`src/rtl/word_byte_fifo.sv`:
```
// Word-in, byte-out FIFO: 16-bit words written into a dual-port RAM, drained
// low byte first through a one-word holding register with valid/ready handshake.
module word_byte_fifo #(
  parameter int unsigned AW = 5
) (
  input  logic          clk,
  input  logic          rst_n,
  input  logic          clr,
  input  logic          we,
  input  logic [15:0]   wd,
  input  logic          re,
  output logic [7:0]    rd,
  output logic          rd_valid,
  output logic          empty,
  output logic          full,
  output logic          ovf,
  output logic [AW+1:0] bcount
);

  localparam int unsigned DEPTH = 1 << AW;
  localparam int unsigned CW    = AW + 1;
  localparam int unsigned BW    = AW + 2;

  typedef enum logic [1:0] {IDLE, LO, HI} state_e;

  state_e        state_q, state_d;
  logic [AW-1:0] wptr_q, wptr_d;
  logic [AW-1:0] rptr_q, rptr_d;
  logic [CW-1:0] wcount_q, wcount_d;
  logic          ovf_q, ovf_d;
  logic [15:0]   hold_q;
  logic          wr_acc;
  logic          load;
  logic [15:0]   mem [DEPTH];

  assign full = (wcount_q == CW'(DEPTH));

  // Next-state: clr dominates; full is judged on the pre-edge word count.
  always_comb begin
    state_d  = state_q;
    wptr_d   = wptr_q;
    rptr_d   = rptr_q;
    wcount_d = wcount_q;
    ovf_d    = ovf_q;
    wr_acc   = 1'b0;
    load     = 1'b0;
    if (clr) begin
      state_d  = IDLE;
      wptr_d   = '0;
      rptr_d   = '0;
      wcount_d = '0;
      ovf_d    = 1'b0;
    end else begin
      wr_acc = we && !full;
      if (we && full) ovf_d = 1'b1;
      unique case (state_q)
        IDLE: if (wcount_q != '0) begin
          load    = 1'b1;
          state_d = LO;
        end
        LO: if (re) state_d = HI;
        HI: if (re) begin
          if (wcount_q != '0) begin
            load    = 1'b1;
            state_d = LO;
          end else begin
            state_d = IDLE;
          end
        end
        default: state_d = IDLE;
      endcase
      if (wr_acc) wptr_d = wptr_q + AW'(1);
      if (load)   rptr_d = rptr_q + AW'(1);
      wcount_d = wcount_q + CW'(wr_acc) - CW'(load);
    end
  end

  always_ff @(posedge clk or negedge rst_n) begin
    if (!rst_n) begin
      state_q  <= IDLE;
      wptr_q   <= '0;
      rptr_q   <= '0;
      wcount_q <= '0;
      ovf_q    <= 1'b0;
      hold_q   <= '0;
    end else begin
      state_q  <= state_d;
      wptr_q   <= wptr_d;
      rptr_q   <= rptr_d;
      wcount_q <= wcount_d;
      ovf_q    <= ovf_d;
      if (clr)       hold_q <= '0;
      else if (load) hold_q <= mem[rptr_q];
    end
  end

  // Storage array is deliberately not reset.
  always_ff @(posedge clk) begin
    if (wr_acc) mem[wptr_q] <= wd;
  end

  // In IDLE the high byte of the last loaded word stays on rd.
  assign rd       = (state_q == LO) ? hold_q[7:0] : hold_q[15:8];
  assign rd_valid = (state_q != IDLE);
  assign ovf      = ovf_q;
  assign bcount   = {wcount_q, 1'b0} + ((state_q == LO) ? BW'(2) :
                                        (state_q == HI) ? BW'(1) : BW'(0));
  assign empty    = (bcount == '0);

endmodule
```
`config.mk`:
```
export PLATFORM = sky130hd
export DESIGN_NAME = word_byte_fifo
export DESIGN_NICKNAME = d
export VERILOG_FILES = /design/src/rtl/word_byte_fifo.sv
export SDC_FILE = /design/constraint.sdc
export NUM_CORES = 1
export LEC_CHECK = 0
export CELL_PAD_IN_SITES_DETAIL_PLACEMENT = 0
export CELL_PAD_IN_SITES_GLOBAL_PLACEMENT = 1
export CORE_MARGIN = 8
export CORE_UTILIZATION = 55
export DETAILED_ROUTE_END_ITERATION = 10
export PLACE_DENSITY_LB_ADDON = 0.1
export SYNTH_ARGS = -nofsm -noshare
export SYNTH_HDL_FRONTEND = slang
export SYNTH_SLANG_ARGS = --single-unit
```
`constraint.sdc`:
```
create_clock -name clk -period 8.15 [get_ports clk]
set_clock_uncertainty 0.2 [all_clocks]
set_input_delay 1.2225 -clock clk [delete_from_list [all_inputs] [get_ports clk]]
set_output_delay 1.2225 -clock clk [all_outputs]
set_load 0.02 [all_outputs]
```
Yosys cells after proc, flatten, opt, wreduce, memory -nomap -nowiden
Memories as Yosys holds them, arrays and structs flattened.
Index checks and enable logic that the tools add are counted.
- bits in registers: 35
- latch bits: 0
- RAM bits: 512
- ROM bits: 0
- input bits: 21
- output and inout bits: 19
- memories kept: 1
- memories (name ; words ; bits a word ; rd ports ; clocked after Yosys merged registers in ; wr ports ; RTL line ; text):
    mem ; 32 ; 16 ; 1 ; 0 ; 1 ; 34 ; logic [15:0] mem [DEPTH];
- $add $sub $neg: 5
- $mul: 0
- divide/modulo/power cells: 0
- order comparisons: 0
- equality and inequality tests: 6
- shifts and indexed selects: 0
- multiplexer cells: 26
- bitwise operators: 0
- reduce and logical (&&, ||, !) cells: 12
- operators with widths (operator ; number):
    $mux W16 ; 2
    $mux W5 ; 4
    $mux W1 ; 11
    $add A5 B1 Y5 const B ; 2
    $mux W2 ; 5
    $reduce_bool A2 Y1 ; 5
    $ne A3 B3 Y1 const B ; 3
    $mux W8 ; 1
    $add A7 B2 Y7 ; 1
    $logic_not A7 Y1 ; 1
    $add A6 B1 Y6 ; 1
    $eq A6 B6 Y1 const B ; 1
    $mux W6 ; 1
    $pmux W2 S3 ; 1
    $reduce_bool A6 Y1 ; 1
    $sub A6 B1 Y6 ; 1
    $reduce_and A3 Y1 ; 1
    $eq A2 B1 Y1 const B ; 1
    $eq A2 B2 Y1 const B ; 1
    $logic_and A1 B1 Y1 ; 2
    $logic_not A2 Y1 ; 1
    $pmux W1 S2 ; 1
    $logic_not A1 Y1 ; 1

Longest topological paths before layout
- word-level depth: 8
- mapped depth: 14
- mapped depth without buffers: 14

Least setup slack after synthesis
No wires, ideal clock.
- path kind: flip-flop to output port
- start point: register state_q[0]
- end point: output port empty
- arrival time: 2.572 ns
- required time: 6.727 ns
- slack: 4.155 ns
- stages on the path, launching flop included: 7
- path through: dfrtp_1 -> nor2b_1 -> buf_1 -> ha_1 -> ha_1 -> or4_1 -> nor4_1
- longest elaborated chain between the ends: 5
- elaborated cells on any way between the ends: 6
- classes of those cells: add/sub: 1; eq/ne: 2; mux: 2; reduce/logical: 1
- RTL lines (element ; RTL line ; text):
    start: declaration ; 26 ; state_e state_q, state_d;
    start signal: assignment ; 87 ; state_q <= state_d;
    $eq A2 B2 Y1 ; 107 ; (state_q == HI) ? BW'(1) : BW'(0));
    $mux W1 ; 107 ;
    $mux W2 (*) ; 106 ; assign bcount = {wcount_q, 1'b0} + ((state_q == LO) ? BW'(2) :
    $add A7 B2 Y7 (*) ; 106 ;
    net bcount[2] ; 17 ; output logic [AW+1:0] bcount
    $logic_not A7 Y1 (*) ; 108 ; assign empty = (bcount == '0);
    end: declaration ; 14 ; output logic empty,
Mark *: on every way through the listed nets, which the timed path passes. The rest lies on a longest branch.

Worst setup path in the final report
- start point: register state_q[0]
- end point: output port empty
- longest elaborated chain between the ends: 5
- elaborated cells on any way between the ends: 6
- classes of those cells: add/sub: 1; eq/ne: 2; mux: 2; reduce/logical: 1
- RTL lines (element ; RTL line):
    $eq A2 B2 Y1 ; 107
    $mux W1 ; 107
    $mux W2 (*) ; 106
    $add A7 B2 Y7 (*) ; 106
    $logic_not A7 Y1 (*) ; 108
Every way passes the cells marked *; elsewhere a longest branch is shown, timed or not.

==> flow_summary.yaml <==
critical_path:
  slowest_delay_ns: 0.74
  critPathKind: "flop to output port"
  critPathArrivalTime_ns: 3.69
  path_cells: "nor2b_1 -> ha_1 -> ha_1 -> or4_1 -> nor4_1 -> clkdlybuf4s50_1"
  cp_common_cell: "ha_1"
  r2r_start: "rptr_q[1]"
  reg2reg_depth: 6
  cp-startpoint: "state_q[0]"
  reg2reg_slack_ns: 4.22
  cp-endpoint: "empty"
  crit_slowest_cell: "nor2b_1"
  endpoint_kind: "output port"
  crit_family: "simple AND/OR/NAND/NOR gates"
  critical_path_peak_fanout: 11
  reg2reg_to: "hold_q[11]"
  worstPathRequired_ns: 6.73
  start_kind: "flop"
  worst-path-stages: 6
  cp_num_buf_inv: 1
final_layout:
  layout_common_cells: "edfxtp_1, mux4_2, nor2_1"
  multi_input_area_sq_mm: 0.00489
  area_delta_synth_final_pct: 12.9
  nFillCells: 2757
  regArea_sq_mm: 0.0163
  fin_nets: 1219
  diodes: 0
  final_common_cell: "edfxtp_1"
  drive_gt1_share_pct: 21.8
drt:
  vias: 10561
  wl_mm: 47.7
  drt_drc_violations_left: 0
  via_per_inst: 6.08
  wl_per_cell_um: 27.5
  firstDrtPassIters: 5
  first_iter_violations: 1158
  ant_nets: 0
synth:
  synth.cell_area_sq_mm: 0.0215
  synthXorXnorAreaFrac_pct: 0.612
  synth_fp_nets: 1127
  ys_types: 43
  synth-edff-count: 512
  yosysTopAreaCell: "edfxtp_1"
  ys_seq_area_share_pct: 75.7
  synthArstFlopShare_pct: 6.40
  synthAdderAreaFrac_pct: 1.20
  syn_area_per_cell_sq_um: 19.8
  yosysWarningCount: 0
  ys_ff_latch: 547
  muxShareOfSynthArea_pct: 13.8
  synth_compound_area_share_pct: 4.14
  synthFlopType: "edfxtp_1"
  synthCells: 1086
  yosys.area.top_type_share_pct: 71.6
  yosys-top-cells-area: "edfxtp_1, mux4_2, dfrtp_1"
  synth_top_family_by_area: "multiplexers"
  synth-simple-area-share_pct: 3.01
clock_tree:
  cts-hold-fix-buffers: 0
  clk_pin_slew_ns: 0.06
  cts_htree_levels: 2
  root_buffer: "clkbuf_16"
  postCtsSetupBuffers: 0
  clk_latency_ns: 0.61
  ctsResizeCount: 0
  numClockSinks: 547
  cts_tree: "done"
  cts_buffers: 53
  cts_buffer_depth: 3
global_route:
  use_met1_pct: 31.2
  top_usage_layer: "met2"
  grt_usage_pct: 21.5
  met2_usage_pct: 32.9
  grt_pass1_wl_mm: 70.6
  grt_max_degree: 119
  antenna_found_initial: 0
  first_global_vias: 10768
  grt-ovfl-total: 0
  grtUsageMet3_pct: 4.34
pwr:
  powerDensity_mw_per_mm2: 290
  ir_drop_mv: 0.234
  leakage_nw: 7.74
sta:
  setup_violations: 0
  period_share_pct: 62.7
  max_freq_ghz: 0.196
  worstMarginPinSlew_ns: 1.26
  slew_headroom_pct: 15.9
  report.final.slew_viol_count: 0
  whs_ns: 0.271
  tns_ns: 0
  rsz0062_at_grt: "no"
  period_needed_ns: 5.11
  hold_viol_final: 0
job:
  maxCapViolations: 0
floorplanning:
  ios: 40
  die_h_um: 214
  coreArea_sq_mm: 0.0386
  die_w_um: 214
  std_cell_rows: 72
  start_util_pct: 55.7
  die_area_sq_mm: 0.0456
place:
  place.gp.congestion: 0.795
  place_hpwl_mm: 27.9
  portBuffers: 39
hold_path:
  worstHoldPathType: "flop to flop"
status:
  status: "finished clean"
==> final cells by class <==
| cell class | instances | share of cell area, % |
|---|---|---|
| clock buffers | 66 | 5.84 |
| clock inverters | 29 | 0.733 |
| inverters | 13 | 0.201 |
| multi-input cells | 470 | 20.2 |
| flip-flops and latches | 547 | 67.1 |
| well taps | 518 | 2.67 |
| repair buffers | 93 | 3.31 |
==> worst min-delay path by stage <==
stage	startpoint	to	slack, ns	cells after the start
2_1_floorplan	hold_q[0]	hold_q[0]	0.24	2
4_1_cts	hold_q[1]	hold_q[1]	0.27	2
3_5_place_dp	hold_q[1]	hold_q[1]	0.26	2
5_1_grt	hold_q[15]	hold_q[15]	0.31	2
6_report	hold_q[1]	hold_q[1]	0.27	2
3_3_place_gp	hold_q[5]	hold_q[5]	0.25	2
==> per-layer routing <==
metal  vias to the layer above  share of wire, %  routed length, um
li1                       4626                 -                  -
met1                      5512                45              21300
met3                        74               6.7               3190
met5                         -                 0                  0
met4                         0               2.8               1360
met2                       349                46              21800
==> worst min-delay path: stages (launching register included) <==
cell and delay, ns:
dfrtp_1 0.34, nand2_1 0.05, o31ai_1 0.05
==> cell usage after synthesis (3+ instances only) <==
library cell / n
o31ai_1: 15
dfrtp_1: 35
nor2_1: 56
ha_1: 19
buf_4: 9
buf_1: 3
nand3b_1: 5
inv_1: 13
xnor2_1: 8
clkbuf_1: 20
a221oi_1: 15
nand4_1: 5
nand3_1: 6
edfxtp_1: 512
nand2_1: 46
o21ai_0: 15
mux2i_1: 39
buf_6: 3
mux4_2: 94
a32o_1: 16
o22ai_1: 16
a21oi_1: 7
nor2b_1: 7
a22oi_1: 31
mux2_2: 40
xor2_1: 7
buf_2: 21
==> report_power, final <==
part	switching (W)	leakage (nW)	internal, W
Clock	0.00100	0.783	0.00126
Sequential	0.000133	5.07	0.00315
Combinational	0.000793	1.89	0.000684
==> sequential cells by signal (all words and copies together), names as in the netlist <==
name and flops:
rptr_q 5, wcount_q 6, mem 512, ovf 1, hold_q 16, wptr_q 5
state_q 2
==> logic make-up after synthesis <==
family | after synthesis
mux | 173
buf+inv | 69
simple gates | 142
flops | 547
compound gates | 120
fa+ha+maj | 20
xor+xnor | 15
==> stage by stage <==
step	total power, W	worst slack [ns]	instance area (sq um)	util (%)	instances
after floorplan	0.00435	4.16	21500	-	1086
after global placement	0.00484	3.72	22600	58.7	1641
after detailed placement	0.00484	3.61	22600	58.7	1641
after CTS	0.00710	2.97	24200	62.9	1736
after global routing	0.00730	2.83	24200	62.9	1736
final	0.00703	3.04	24200	62.9	1736
No activity file was read; power rests on OpenSTA's default activity.
